File: src/rtl/mul_share_arbiter_if.sv
// Bus bundle between N requesters, the shared-multiplier scheduler and the
// iterative 64x64 multiplier core. The scheduler side uses the slave modport;
// the requesters plus the core (or a bench standing in for them) use master.
interface mul_share_arbiter_if #(
    parameter int N  = 4,
    parameter int IW = $clog2(N)
);
    logic [N-1:0]      req_valid;
    logic [N-1:0]      req_ready;
    logic [N*64-1:0]   req_a;
    logic [N*64-1:0]   req_b;
    logic [N-1:0]      rsp_valid;
    logic [N-1:0]      rsp_ready;
    logic [127:0]      rsp_p;
    logic [IW-1:0]     rsp_id;
    logic              rsp_err;
    logic [63:0]       mul_a;
    logic [63:0]       mul_b;
    logic              mul_start;
    logic              mul_ready;
    logic [127:0]      mul_p;

    modport slave (
        input  req_valid, req_a, req_b, rsp_ready, mul_ready, mul_p,
        output req_ready, rsp_valid, rsp_p, rsp_id, rsp_err, mul_a, mul_b, mul_start
    );

    modport master (
        output req_valid, req_a, req_b, rsp_ready, mul_ready, mul_p,
        input  req_ready, rsp_valid, rsp_p, rsp_id, rsp_err, mul_a, mul_b, mul_start
    );
endinterface

File: src/rtl/mul_share_arbiter.sv
// Round-robin scheduler sharing one iterative 64x64 multiplier among N
// requesters. One job is in flight at a time; the product (or a watchdog
// abort) is returned on a held, tagged response channel.
module mul_share_arbiter #(
    parameter int N       = 4,
    parameter int TIMEOUT = 64
) (
    input  logic               clk,
    input  logic               rst,
    mul_share_arbiter_if.slave bus
);
    localparam int IW = $clog2(N);
    localparam int WW = $clog2(TIMEOUT + 1);

    localparam logic [2:0] ST_IDLE      = 3'd0;
    localparam logic [2:0] ST_ISSUE     = 3'd1;
    localparam logic [2:0] ST_WAIT_ACK  = 3'd2;
    localparam logic [2:0] ST_WAIT_DONE = 3'd3;
    localparam logic [2:0] ST_RESP      = 3'd4;

    localparam logic [IW-1:0] PTR_RESET = IW'(N - 1);
    localparam logic [WW-1:0] WDT_LAST  = WW'(TIMEOUT - 1);

    logic [2:0]    state_r;
    logic [2:0]    state_nxt_s;
    logic [IW-1:0] ptr_r;
    logic [IW-1:0] win_s;
    logic [IW-1:0] rsp_id_r;
    logic [N-1:0]  win_onehot_s;
    logic [N-1:0]  id_onehot_s;
    logic [N-1:0]  req_ready_s;
    logic [N-1:0]  rsp_valid_r;
    logic [WW-1:0] wdt_r;
    logic [63:0]   mul_a_r;
    logic [63:0]   mul_b_r;
    logic [63:0]   a_sel_s;
    logic [63:0]   b_sel_s;
    logic [127:0]  rsp_p_r;
    logic          rsp_err_r;
    logic          found_s;
    logic          accept_s;
    logic          start_s;
    logic          done_s;
    logic          abort_s;
    logic          rsp_hs_s;
    logic          busy_s;
    logic          wdt_exp_s;

    // Round-robin search: first valid requester after the last one served.
    always_comb begin
        found_s = 1'b0;
        win_s   = '0;
        for (int k = 1; k <= N; k++) begin
            if (!found_s && bus.req_valid[(int'(ptr_r) + k) % N]) begin
                found_s = 1'b1;
                win_s   = IW'((int'(ptr_r) + k) % N);
            end else begin
                found_s = found_s;
            end
        end
        win_onehot_s        = '0;
        win_onehot_s[win_s] = found_s;
    end

    // Operand slices of the winner and one-hot tag of the job owner.
    always_comb begin
        a_sel_s               = bus.req_a[64*int'(win_s) +: 64];
        b_sel_s               = bus.req_b[64*int'(win_s) +: 64];
        id_onehot_s           = '0;
        id_onehot_s[rsp_id_r] = 1'b1;
    end

    // Next-state and per-cycle strobes; watchdog abort outranks everything
    // except a completion arriving in the same cycle.
    always_comb begin
        state_nxt_s = state_r;
        req_ready_s = '0;
        accept_s    = 1'b0;
        start_s     = 1'b0;
        done_s      = 1'b0;
        abort_s     = 1'b0;
        rsp_hs_s    = 1'b0;
        busy_s      = 1'b0;
        wdt_exp_s   = (wdt_r == WDT_LAST);
        case (state_r)
            ST_IDLE: begin
                if (found_s) begin
                    req_ready_s = win_onehot_s;
                    accept_s    = 1'b1;
                    state_nxt_s = ST_ISSUE;
                end else begin
                    state_nxt_s = ST_IDLE;
                end
            end
            ST_ISSUE: begin
                busy_s = 1'b1;
                if (wdt_exp_s) begin
                    abort_s     = 1'b1;
                    state_nxt_s = ST_RESP;
                end else if (bus.mul_ready) begin
                    start_s     = 1'b1;
                    state_nxt_s = ST_WAIT_ACK;
                end else begin
                    state_nxt_s = ST_ISSUE;
                end
            end
            ST_WAIT_ACK: begin
                busy_s = 1'b1;
                if (wdt_exp_s) begin
                    abort_s     = 1'b1;
                    state_nxt_s = ST_RESP;
                end else if (!bus.mul_ready) begin
                    state_nxt_s = ST_WAIT_DONE;
                end else begin
                    state_nxt_s = ST_WAIT_ACK;
                end
            end
            ST_WAIT_DONE: begin
                busy_s = 1'b1;
                if (bus.mul_ready) begin
                    done_s      = 1'b1;
                    state_nxt_s = ST_RESP;
                end else if (wdt_exp_s) begin
                    abort_s     = 1'b1;
                    state_nxt_s = ST_RESP;
                end else begin
                    state_nxt_s = ST_WAIT_DONE;
                end
            end
            ST_RESP: begin
                if (bus.rsp_ready[rsp_id_r]) begin
                    rsp_hs_s    = 1'b1;
                    state_nxt_s = ST_IDLE;
                end else begin
                    state_nxt_s = ST_RESP;
                end
            end
            default: state_nxt_s = ST_IDLE;
        endcase
    end

    // State, captured operands, watchdog and held response registers.
    always_ff @(posedge clk) begin
        if (rst) begin
            state_r     <= ST_IDLE;
            ptr_r       <= PTR_RESET;
            rsp_id_r    <= '0;
            rsp_valid_r <= '0;
            rsp_p_r     <= '0;
            rsp_err_r   <= 1'b0;
            mul_a_r     <= '0;
            mul_b_r     <= '0;
            wdt_r       <= '0;
        end else begin
            state_r <= state_nxt_s;
            if (accept_s) begin
                mul_a_r  <= a_sel_s;
                mul_b_r  <= b_sel_s;
                rsp_id_r <= win_s;
                wdt_r    <= '0;
            end else if (busy_s) begin
                wdt_r <= wdt_r + WW'(1);
            end
            if (done_s) begin
                rsp_p_r     <= bus.mul_p;
                rsp_err_r   <= 1'b0;
                rsp_valid_r <= id_onehot_s;
            end else if (abort_s) begin
                rsp_p_r     <= '0;
                rsp_err_r   <= 1'b1;
                rsp_valid_r <= id_onehot_s;
            end else if (rsp_hs_s) begin
                rsp_valid_r <= '0;
                ptr_r       <= rsp_id_r;
            end
        end
    end

    assign bus.req_ready = req_ready_s;
    assign bus.rsp_valid = rsp_valid_r;
    assign bus.rsp_p     = rsp_p_r;
    assign bus.rsp_id    = rsp_id_r;
    assign bus.rsp_err   = rsp_err_r;
    assign bus.mul_a     = mul_a_r;
    assign bus.mul_b     = mul_b_r;
    assign bus.mul_start = start_s;
endmodule

File: src/flat_wrapper.sv
// flat-port wrapper written by rule: the top's interface ports become plain ports
module mul_share_arbiter_flat 
#(
    parameter int N       = 4,
    parameter int TIMEOUT = 64
)
  (clk, rst, bus_req_valid, bus_req_a, bus_req_b, bus_rsp_ready, bus_mul_ready, bus_mul_p, bus_req_ready, bus_rsp_valid, bus_rsp_p, bus_rsp_id, bus_rsp_err, bus_mul_a, bus_mul_b, bus_mul_start);
  mul_share_arbiter_if #(.N(N)) bus_i ();
  input  logic clk;
  input  logic rst;
  input wire logic [$bits(bus_i.req_valid)-1:0] bus_req_valid;
  input wire logic [$bits(bus_i.req_a)-1:0] bus_req_a;
  input wire logic [$bits(bus_i.req_b)-1:0] bus_req_b;
  input wire logic [$bits(bus_i.rsp_ready)-1:0] bus_rsp_ready;
  input wire logic [$bits(bus_i.mul_ready)-1:0] bus_mul_ready;
  input wire logic [$bits(bus_i.mul_p)-1:0] bus_mul_p;
  output wire logic [$bits(bus_i.req_ready)-1:0] bus_req_ready;
  output wire logic [$bits(bus_i.rsp_valid)-1:0] bus_rsp_valid;
  output wire logic [$bits(bus_i.rsp_p)-1:0] bus_rsp_p;
  output wire logic [$bits(bus_i.rsp_id)-1:0] bus_rsp_id;
  output wire logic [$bits(bus_i.rsp_err)-1:0] bus_rsp_err;
  output wire logic [$bits(bus_i.mul_a)-1:0] bus_mul_a;
  output wire logic [$bits(bus_i.mul_b)-1:0] bus_mul_b;
  output wire logic [$bits(bus_i.mul_start)-1:0] bus_mul_start;
  assign bus_i.req_valid = bus_req_valid;
  assign bus_i.req_a = bus_req_a;
  assign bus_i.req_b = bus_req_b;
  assign bus_i.rsp_ready = bus_rsp_ready;
  assign bus_i.mul_ready = bus_mul_ready;
  assign bus_i.mul_p = bus_mul_p;
  assign bus_req_ready = bus_i.req_ready;
  assign bus_rsp_valid = bus_i.rsp_valid;
  assign bus_rsp_p = bus_i.rsp_p;
  assign bus_rsp_id = bus_i.rsp_id;
  assign bus_rsp_err = bus_i.rsp_err;
  assign bus_mul_a = bus_i.mul_a;
  assign bus_mul_b = bus_i.mul_b;
  assign bus_mul_start = bus_i.mul_start;
  mul_share_arbiter #(.N(N), .TIMEOUT(TIMEOUT)) u_core (.clk(clk), .rst(rst), .bus(bus_i));
endmodule
File: config.mk
export PLATFORM = sky130hd
export DESIGN_NAME = mul_share_arbiter_flat
export DESIGN_NICKNAME = d
export VERILOG_FILES = /design/src/rtl/mul_share_arbiter_if.sv /design/src/rtl/mul_share_arbiter.sv /design/src/flat_wrapper.sv
export SDC_FILE = /design/constraint.sdc
export NUM_CORES = 1
export LEC_CHECK = 0
export BUFFER_PORTS_ARGS = -buffer_cell sky130_fd_sc_hd__buf_2
export CORE_AREA = 2 2 356 358
export CTS_BUF_LIST = sky130_fd_sc_hd__clkbuf_4
export CTS_CLUSTER_DIAMETER = 60
export DETAILED_ROUTE_END_ITERATION = 8
export DIE_AREA = 0 0 358 360
export MAX_ROUTING_LAYER = met4
export SLEW_MARGIN = 0
export SYNTH_ARGS = -nofsm -noshare
export SYNTH_HDL_FRONTEND = slang
export SYNTH_SLANG_ARGS = --single-unit
File: constraint.sdc
create_clock -name clk -period 2.27 [get_ports clk]
set_clock_uncertainty 0.2 [all_clocks]
set_input_delay 0.454 -clock clk [delete_from_list [all_inputs] [get_ports clk]]
set_output_delay 0.454 -clock clk [all_outputs]
set_load 0.1 [all_outputs]
==> results.txt, run 1 <==
* Yosys warnings: 0
- Setup violations remaining at the end of the flow were counted as 18.
- Dividing the synthesized area by the synthesized cell count gives 9.27 um^2.
- Critical path data arrival time: 2.36 ns
* Static leakage: 0.0156 uW
- The die is 360 um tall.
* Internal power component: 12500 uW
* Placement row count: 130
- Worst reg2reg setup slack: -0.13 ns
- TritonCTS created 88 clock buffers.
* DIE AREA: 129000 um^2
- In the final routed layout, each cell accounts on average for 22.5 um.
- Maximum clock insertion buffer count: 3
- Setup repair after global routing could not meet its margin everywhere.
- FMAX: 0.332 GHz
- Gate Count Post-Synth: 1518
* Clock network latency to the later pin of the worst-skew pair: 0.93 ns
- For this run, the share of the core covered by cells in the final layout is 0.289.
* Most used flip-flop cell after synthesis: sky130_fd_sc_hd__dfxtp_1
- Total number of vias: 21800
* Slew margin rel.: 0.369
- Crit-path leading delay family: simple AND/OR/NAND/NOR gates
* Clock sinks: 275
- Leaving out fill and tap cells, the most frequent cells in the layout are 803 x sky130_fd_sc_hd__dlygate4sd3_1, 650 x sky130_fd_sc_hd__buf_2, 306 x sky130_fd_sc_hd__buf_12.
- Once routing completed, OpenROAD measured the worst setup slack at -0.743 ns.
- Power spread over the standard cell area amounts to 609 nW/um^2.
- Global routing finished with a remaining overflow of 0.
* Min Tclk post-route: 3.01 ns
- Post-detailed-route DRC marker count: 0
- Leaving out fill and tap cells, the most frequent cell in the layout is sky130_fd_sc_hd__dlygate4sd3_1.
* Category of the worst setup path launch point: flop
- The share of total power dissipated in the clock network is 0.255.
* Critical path cell sequence: or3_4 -> nor2_4 -> buf_12 -> and3_4 -> buf_12
- On the worst path, the slowest cell contributes a delay of 0.40 ns.
- For the pin with the worst max-slew slack, the measured transition is 0.947 ns.
* Fin. max-slew vios: 0
- Final Instance Count excl. Fillers: 5133
* Core ar.: 125000 um^2
- Worst hold slack across all endpoints: 0.144 ns
- Layout cell share with drive strength beyond 1: 0.481
- In this run the clock root is driven by a sky130_fd_sc_hd__clkbuf_4.
- Once detail routing completed, the nets flagged for antenna violations numbered 0.
* Number of primary I/O pins: 919
- The number of global-route vias before repair was 23100.
- Crit-path max FO: 3
- For the worst setup path, the data required time is 1.62 ns.
- Area grow syn2layout: 157%
- Length of the first detailed-routing pass in iterations: 7
* Maximum number of pins on one net before global-route repair: 61
- Cell type of the slowest stage on the worst timing path: sky130_fd_sc_hd__or3_4
* Storage cell area: 6030 um^2
* Final count of hold timing violations: 0
- The share of total power dissipated in sequential elements is 0.271.
- Wires add up to 115 mm.
- Outcome: finished with violations
* Net load switching power: 9500 uW
- Fraction of power spent switching nets: 0.432
* Clock H-tree levels: 3
- In the global route stage, overall resource usage came out at 0.172.
- Top cell by count, worst path: sky130_fd_sc_hd__buf_12
- CTS tree: built
- Gpl congestion: 0.967
- Count of state elements after synthesis: 275
- Sum of buffers and inverters on the critical path: 2
* Initial core utilization: 0.113
* Post-CTS clock slew at the launch and capture registers of the worst setup and hold paths: 0.07 ns
* Footprint of the multi-input gates: 7440 um^2
* Cell count after placement: 4067
- In this run the worst hold path is classified as input pin to flop.
- Yosys mapped a number of flops with a built-in enable equal to 0.
- The tool flagged a number of max-cap violations equal to 0.
- In the final design database the tool counted 4014 nets.
* Library cells used by synthesis: 52
* Count of input and output buffers: 918
- Synth async-reset ratio: 0
- Category of the worst setup path capture point: output port
- The number of antenna violations at the first check in global routing is 60.
- Cell area after synthesis: 14100 um^2
- Vias per Instance: 4.26
- Of the available clock period, the critical path in the final layout requires 1.33.
- Sequential share of the synthesized area: 0.391
- Starting DRC count in detailed routing: 2008
- Failing checks: setup timing
* Critical setup path kind: flop to output port
* Peak supply drop: 0.000322 V
- The die is 358 um wide.
- Detailed placement finished with a half-perimeter wire length of 72.4 mm.
* Proportion of power drawn by combinational gates: 0.473
- The layout has 12300 filler cells.
- Number of nets in the synthesized netlist: 2170
- Global-route wire length before repair: 157 mm
==> final timing paths <==
path,startpoint,endpoint,depth (start not counted)
setup / recovery,u_core.state_r[2]$_SDFF_PP0_,bus_req_ready[3],5
hold / removal,bus_mul_p[9],u_core.bus.rsp_p[9]$_SDFFE_PP0P_,3
setup reg to reg,u_core.ptr_r[1]$_SDFFE_PP1P_,u_core.bus.mul_b[46]$_SDFFE_PP0P_,8
hold reg to reg,u_core.bus.mul_a[59]$_SDFFE_PP0P_,u_core.bus.mul_a[59]$_SDFFE_PP0P_,2
==> flip-flops by register name, indices dropped and copies added, names as in the netlist <==
register / cells
u_core.bus.rsp_valid: 4
u_core.bus.mul_b: 64
u_core.bus.rsp_id: 2
u_core.bus.rsp_err: 1
u_core.state_r: 3
u_core.wdt_r: 7
u_core.ptr_r: 2
u_core.bus.rsp_p: 128
u_core.bus.mul_a: 64
==> per-layer routing <==
| layer | global-route usage | part of all wire |
|---|---|---|
| met5 | - | 0 |
| met4 | 0.106 | 0.070 |
| met3 | 0.0558 | 0.096 |
| met2 | 0.276 | 0.47 |
| met1 | 0.181 | 0.37 |
==> through the flow <==
step | power [uW] | TNS, ns | instance area (um^2) | setup WS, ns
2_1_floorplan | 10800 | -0.696 | 14200 | -0.177
6_report | 22000 | -3.76 | 36100 | -0.743
4_1_cts | 21700 | -14.46 | 35500 | -0.890
5_1_grt | 22800 | -15.19 | 36100 | -0.908
3_5_place_dp | 13000 | -39.65 | 21700 | -0.457
3_3_place_gp | 13000 | -38.55 | 21700 | -0.500
==> power groups by stage <==
stage	sequential [uW]	combinational (uW)	clock, uW
CTS	5950	10000	5700
detailed placement	5690	7330	0
finish	5970	10400	5610
global route	5990	10700	6040
global placement	5680	7310	0
floorplan	8950	1820	0
==> synthesized netlist by cell type (16+ instances only) <==
library cell	number	area, um^2
sky130_fd_sc_hd__a22o_1	129	1130
sky130_fd_sc_hd__mux2i_1	128	1280
sky130_fd_sc_hd__a211oi_1	29	218
sky130_fd_sc_hd__clkbuf_1	106	398
sky130_fd_sc_hd__a31oi_1	128	801
sky130_fd_sc_hd__o21ai_0	77	385
sky130_fd_sc_hd__dfxtp_1	275	5510
sky130_fd_sc_hd__inv_1	131	492
sky130_fd_sc_hd__a211oi_2	82	1030
sky130_fd_sc_hd__nor2_1	16	60.1
sky130_fd_sc_hd__o211ai_1	73	548
sky130_fd_sc_hd__a21oi_1	58	290
sky130_fd_sc_hd__and4_1	74	648
sky130_fd_sc_hd__buf_2	35	175
sky130_fd_sc_hd__nand2_1	85	319
==> layout make-up <==
type / instances / share of cell area
tap: 1650 / 0.0572
clock buffer: 123 / 0.0256
inverter: 132 / 0.0137
sequential: 275 / 0.167
multi-input combinational: 943 / 0.206
antenna: 54 / 0.00374
timing repair buffer: 1922 / 0.521
clock inverter: 34 / 0.00603
==> logic make-up (layout without fill, tap and decap cells) <==
logic type / count (synthesis) / in the layout / synth area share
fa+ha+maj: 1 / 1 / 0.000889
compound gates: 597 / 597 / 0.324
other cells: 0 / 54 / 0
flops: 275 / 275 / 0.391
buf+inv: 300 / 2211 / 0.0972
simple gates: 209 / 209 / 0.0896
xor+xnor: 7 / 7 / 0.00436
mux: 129 / 129 / 0.0927
==> repair_timing <==
| item | in CTS | in global routing |
|---|---|---|
| hold endpoints to repair | 267 | 0 |
| pin swaps | 8 | 21 |
| cloned | 0 | 7 |
| hold buffers | 803 | 0 |
| buffers inserted | 25 | 24 |
| setup endpoints to repair | 282 | 361 |
| resized for setup | 1357 | 99 |
==> worst reg2reg max path, stage by stage (launching register included) <==
cell	delay [ns]
sky130_fd_sc_hd__dfxtp_4	0.41
sky130_fd_sc_hd__o21ai_2	0.07
sky130_fd_sc_hd__nor2_2	0.14
sky130_fd_sc_hd__buf_4	0.13
sky130_fd_sc_hd__buf_4	0.09
sky130_fd_sc_hd__o21ba_4	0.57
sky130_fd_sc_hd__buf_4	0.37
sky130_fd_sc_hd__o21ai_0	0.22
sky130_fd_sc_hd__o211ai_1	0.17
(Power assumes the default switching activity.)
==> run 2: changes to the inputs <==
CORE_AREA = 2 2 361 363   (was 2 2 356 358)
DIE_AREA = 0 0 363 365   (was 0 0 358 360)
clock period = 2.8 ns   (was 2.27 ns; I/O delays follow)
==> run 2 against run 1 <==
Compared with the run above:
- the flow still finishes with violations (setup timing)
- first-iteration DRC count down 23%
- utilization down 4.9 points
- clock-buffer cell count down 4
- global-route usage down 2.6 points
- final cell count down 1.7%
- sequential share of layout area up 1.2 points
- register-to-register slack better by 0.08 ns
- setup slack better by 0.39 ns
==> results.txt, run 2 (synthesis results as in run 1) <==
- Entering global routing, the biggest net connects 129 pins.
* Storage cell area: 5520 um^2
* Commonest cells after routing, fill and taps aside: 902 x sky130_fd_sc_hd__buf_2, 716 x sky130_fd_sc_hd__dlygate4sd3_1, 268 x sky130_fd_sc_hd__dfxtp_1
- Starting DRC count in detailed routing: 1546
- Share of power burned in the clock network: 0.263
- Failing checks: setup timing
* Clock sinks: 275
* Core ar.: 129000 um^2
* Fraction of power spent switching nets: 0.454
- Detailed routing inserted a total of 21000 vias.
- Proportion of power drawn by combinational gates: 0.451
* Clock network latency to the later pin of the worst-skew pair: 1.00 ns
- CP required: 2.04 ns
- Before CTS, the worst setup slack after placement is -0.157 ns.
- The die is 363 um wide.
- The register with the most flip-flops in the layout has 128 of them.
- Vias per Instance: 4.17
* Hold/Removal Path Class: input pin to flop
- The die covers 132000 um^2.
- CTS tree: built
- The first detailed-routing pass ran for 6 iterations.
- Final Setup Violations: 12
- Final count of hold timing violations: 0
- The die is 365 um tall.
- Crit-path max FO: 3
- Static leakage: 0.0145 uW
- Total number of nets in the final design: 3917
* Number of primary I/O pins: 919
- The first global-routing pass estimated 138 mm of wire.
- In the routed design, unresolved DRC markers number 0.
- Summed over all failing endpoints, the final setup total negative slack is -1.82 ns.
- The internal power of the cells totals 8690 uW.
- Fin crit share: 1.13
- Once routing completed, OpenROAD measured the worst setup slack at -0.357 ns.
* Sequential share of power: 0.287
- Aggregate global-route resource usage: 0.146
- Category of the worst setup path capture point: output port
- The multi-input combinational cells in the finished layout cover a total of 7450 um^2.
- After filler insertion, the fill cell instance count of the layout stands at 13500.
* Final WL: 104 mm
- Critical setup path kind: flop to output port
- Area grow syn2layout: 119%
- The flow ran to the end, but the final reports show violations.
- Of the cells placed in the final design, the portion with a size suffix greater than 1 is 0.403.
- Placement row count: 132
- The congestion estimate from routability-driven global placement came to 0.929.
* Unrepaired setup endpoints after global routing: yes
* Fin. max-slew vios: 0
- CTS placed an instance of sky130_fd_sc_hd__clkbuf_4 at the clock tree root.
* Routed length per placed instance: 20.6 um
- Final antenna-violating net count: 0
- Half-perimeter wire length of the detailed placement result: 70.5 mm
- Antenna violations before repair: 57
- Number of global-route vias before repair: 21100
* Clock H-tree levels: 3
- TritonCTS created 84 clock buffers.
- End-of-flow core utilization: 0.240
- Critical path data arrival time: 2.40 ns
- VDD sags by at most 0.000337 V.
* Leading cell type in the layout, fill and taps excluded: sky130_fd_sc_hd__buf_2
- Static timing analysis puts the maximum clock frequency at 0.317 GHz.
- Post-CTS clock slew at the launch and capture registers of the worst setup and hold paths: 0.07 ns
- STA classifies the critical path startpoint as a flop.
* Initial core utilization: 0.109
- Summing internal, switching and leakage power gives 15900 uW.
- Counting I/O delays and the setup requirement, the final critical path takes 3.16 ns.
* Power per standard cell area: 516 nW/um^2
- Max-cap violations in this run came to 0.
* Slew at the pin with the worst max-slew slack: 0.842 ns
* Count of input and output buffers: 918
* Maximum clock insertion buffer count: 3
- Headroom to the max-slew limit came out at 0.438.
* Sum of overflow across all layers after global routing: 0
- Net load switching power: 7220 uW
## run 2: changes by cell type in the layout (fill, tap and decap cells not counted), moves of 8 or more
cell	change
sky130_fd_sc_hd__buf_6	+9
sky130_fd_sc_hd__dlygate4sd3_1	-87
sky130_fd_sc_hd__buf_2	+252
sky130_fd_sc_hd__dfxtp_4	-72
sky130_fd_sc_hd__dfxtp_2	-189
sky130_fd_sc_hd__dfxtp_1	+261
sky130_fd_sc_hd__buf_4	-40
sky130_fd_sc_hd__o21ai_0	+27
sky130_fd_sc_hd__dlymetal6s4s_1	+44
sky130_fd_sc_hd__buf_12	-275
sky130_fd_sc_hd__diode_2	-8
sky130_fd_sc_hd__a211oi_2	+12
sky130_fd_sc_hd__o21ai_1	-26
## run 2: path summary, 6_finish.rpt
| check | start | end | slack [ns] | cells after the start |
|---|---|---|---|---|
| worst max-delay path | u_core.state_r[1]$_SDFF_PP0_ | bus_req_ready[2] | -0.36 | 5 |
| worst min-delay path | bus_req_a[124] | u_core.bus.mul_a[60]$_SDFFE_PP0P_ | 0.09 | 6 |
| worst max register to register | u_core.ptr_r[0]$_SDFFE_PP1P_ | u_core.bus.mul_b[38]$_SDFFE_PP0P_ | -0.05 | 9 |
| worst min register to register | u_core.bus.mul_b[10]$_SDFFE_PP0P_ | u_core.bus.mul_b[10]$_SDFFE_PP0P_ | 0.27 | 2 |
## run 2: power groups by stage
stage / clock network (uW) / logic [uW] / registers, uW
finish: 4180 / 7170 / 4560
global route: 4570 / 7440 / 4580
CTS: 4390 / 6900 / 4530
detailed placement: 0 / 5800 / 4610
global placement: 0 / 5780 / 4610
floorplan: 0 / 1460 / 7250
## run 2: what timing repair did
| action | in CTS | in global routing |
|---|---|---|
| setup buffers | 12 | 24 |
| hold buffers | 729 | 70 |
| endpoints found under the setup margin | 16 | 64 |
| gates cloned | 0 | 4 |
| gates resized for setup | 31 | 113 |
| endpoints found under the hold margin | 272 | 61 |
| pin swaps | 9 | 9 |
## run 2: critical path: stages, from the launching register on
cell and delay, ns:
sky130_fd_sc_hd__dfxtp_2 0.32, sky130_fd_sc_hd__or3_4 0.39, sky130_fd_sc_hd__nor2_4 0.16, sky130_fd_sc_hd__buf_6 0.12, sky130_fd_sc_hd__and3_4 0.23, sky130_fd_sc_hd__buf_12 0.18
## run 2: layer usage
metal	GRT usage	up-vias	wire length [um]
met1	0.166	9918	41000
met5	-	-	0
li1	-	9318	-
met2	0.224	1407	47500
met4	0.0936	0	6190
met3	0.0425	371	9330
## run 2: layout make-up
class	count	share of cell area
Inverter	132	0.0162
Timing Repair Buffer	1829	0.457
Sequential cell	275	0.179
Tap cell	1675	0.0680
Multi-Input combinational cell	943	0.242
Antenna cell	46	0.00374
Clock inverter	26	0.00516
Clock buffer	119	0.0290
## run 2: metrics by stage
stage	hold WS, ns	std cells	area (um^2)
6_report	0.0946	5045	30800
5_1_grt	-0.0457	5039	30800
4_1_cts	0.00183	4940	29700
3_5_place_dp	0.253	4054	21200
3_3_place_gp	0.247	4054	21200
2_1_floorplan	0.266	1518	14100
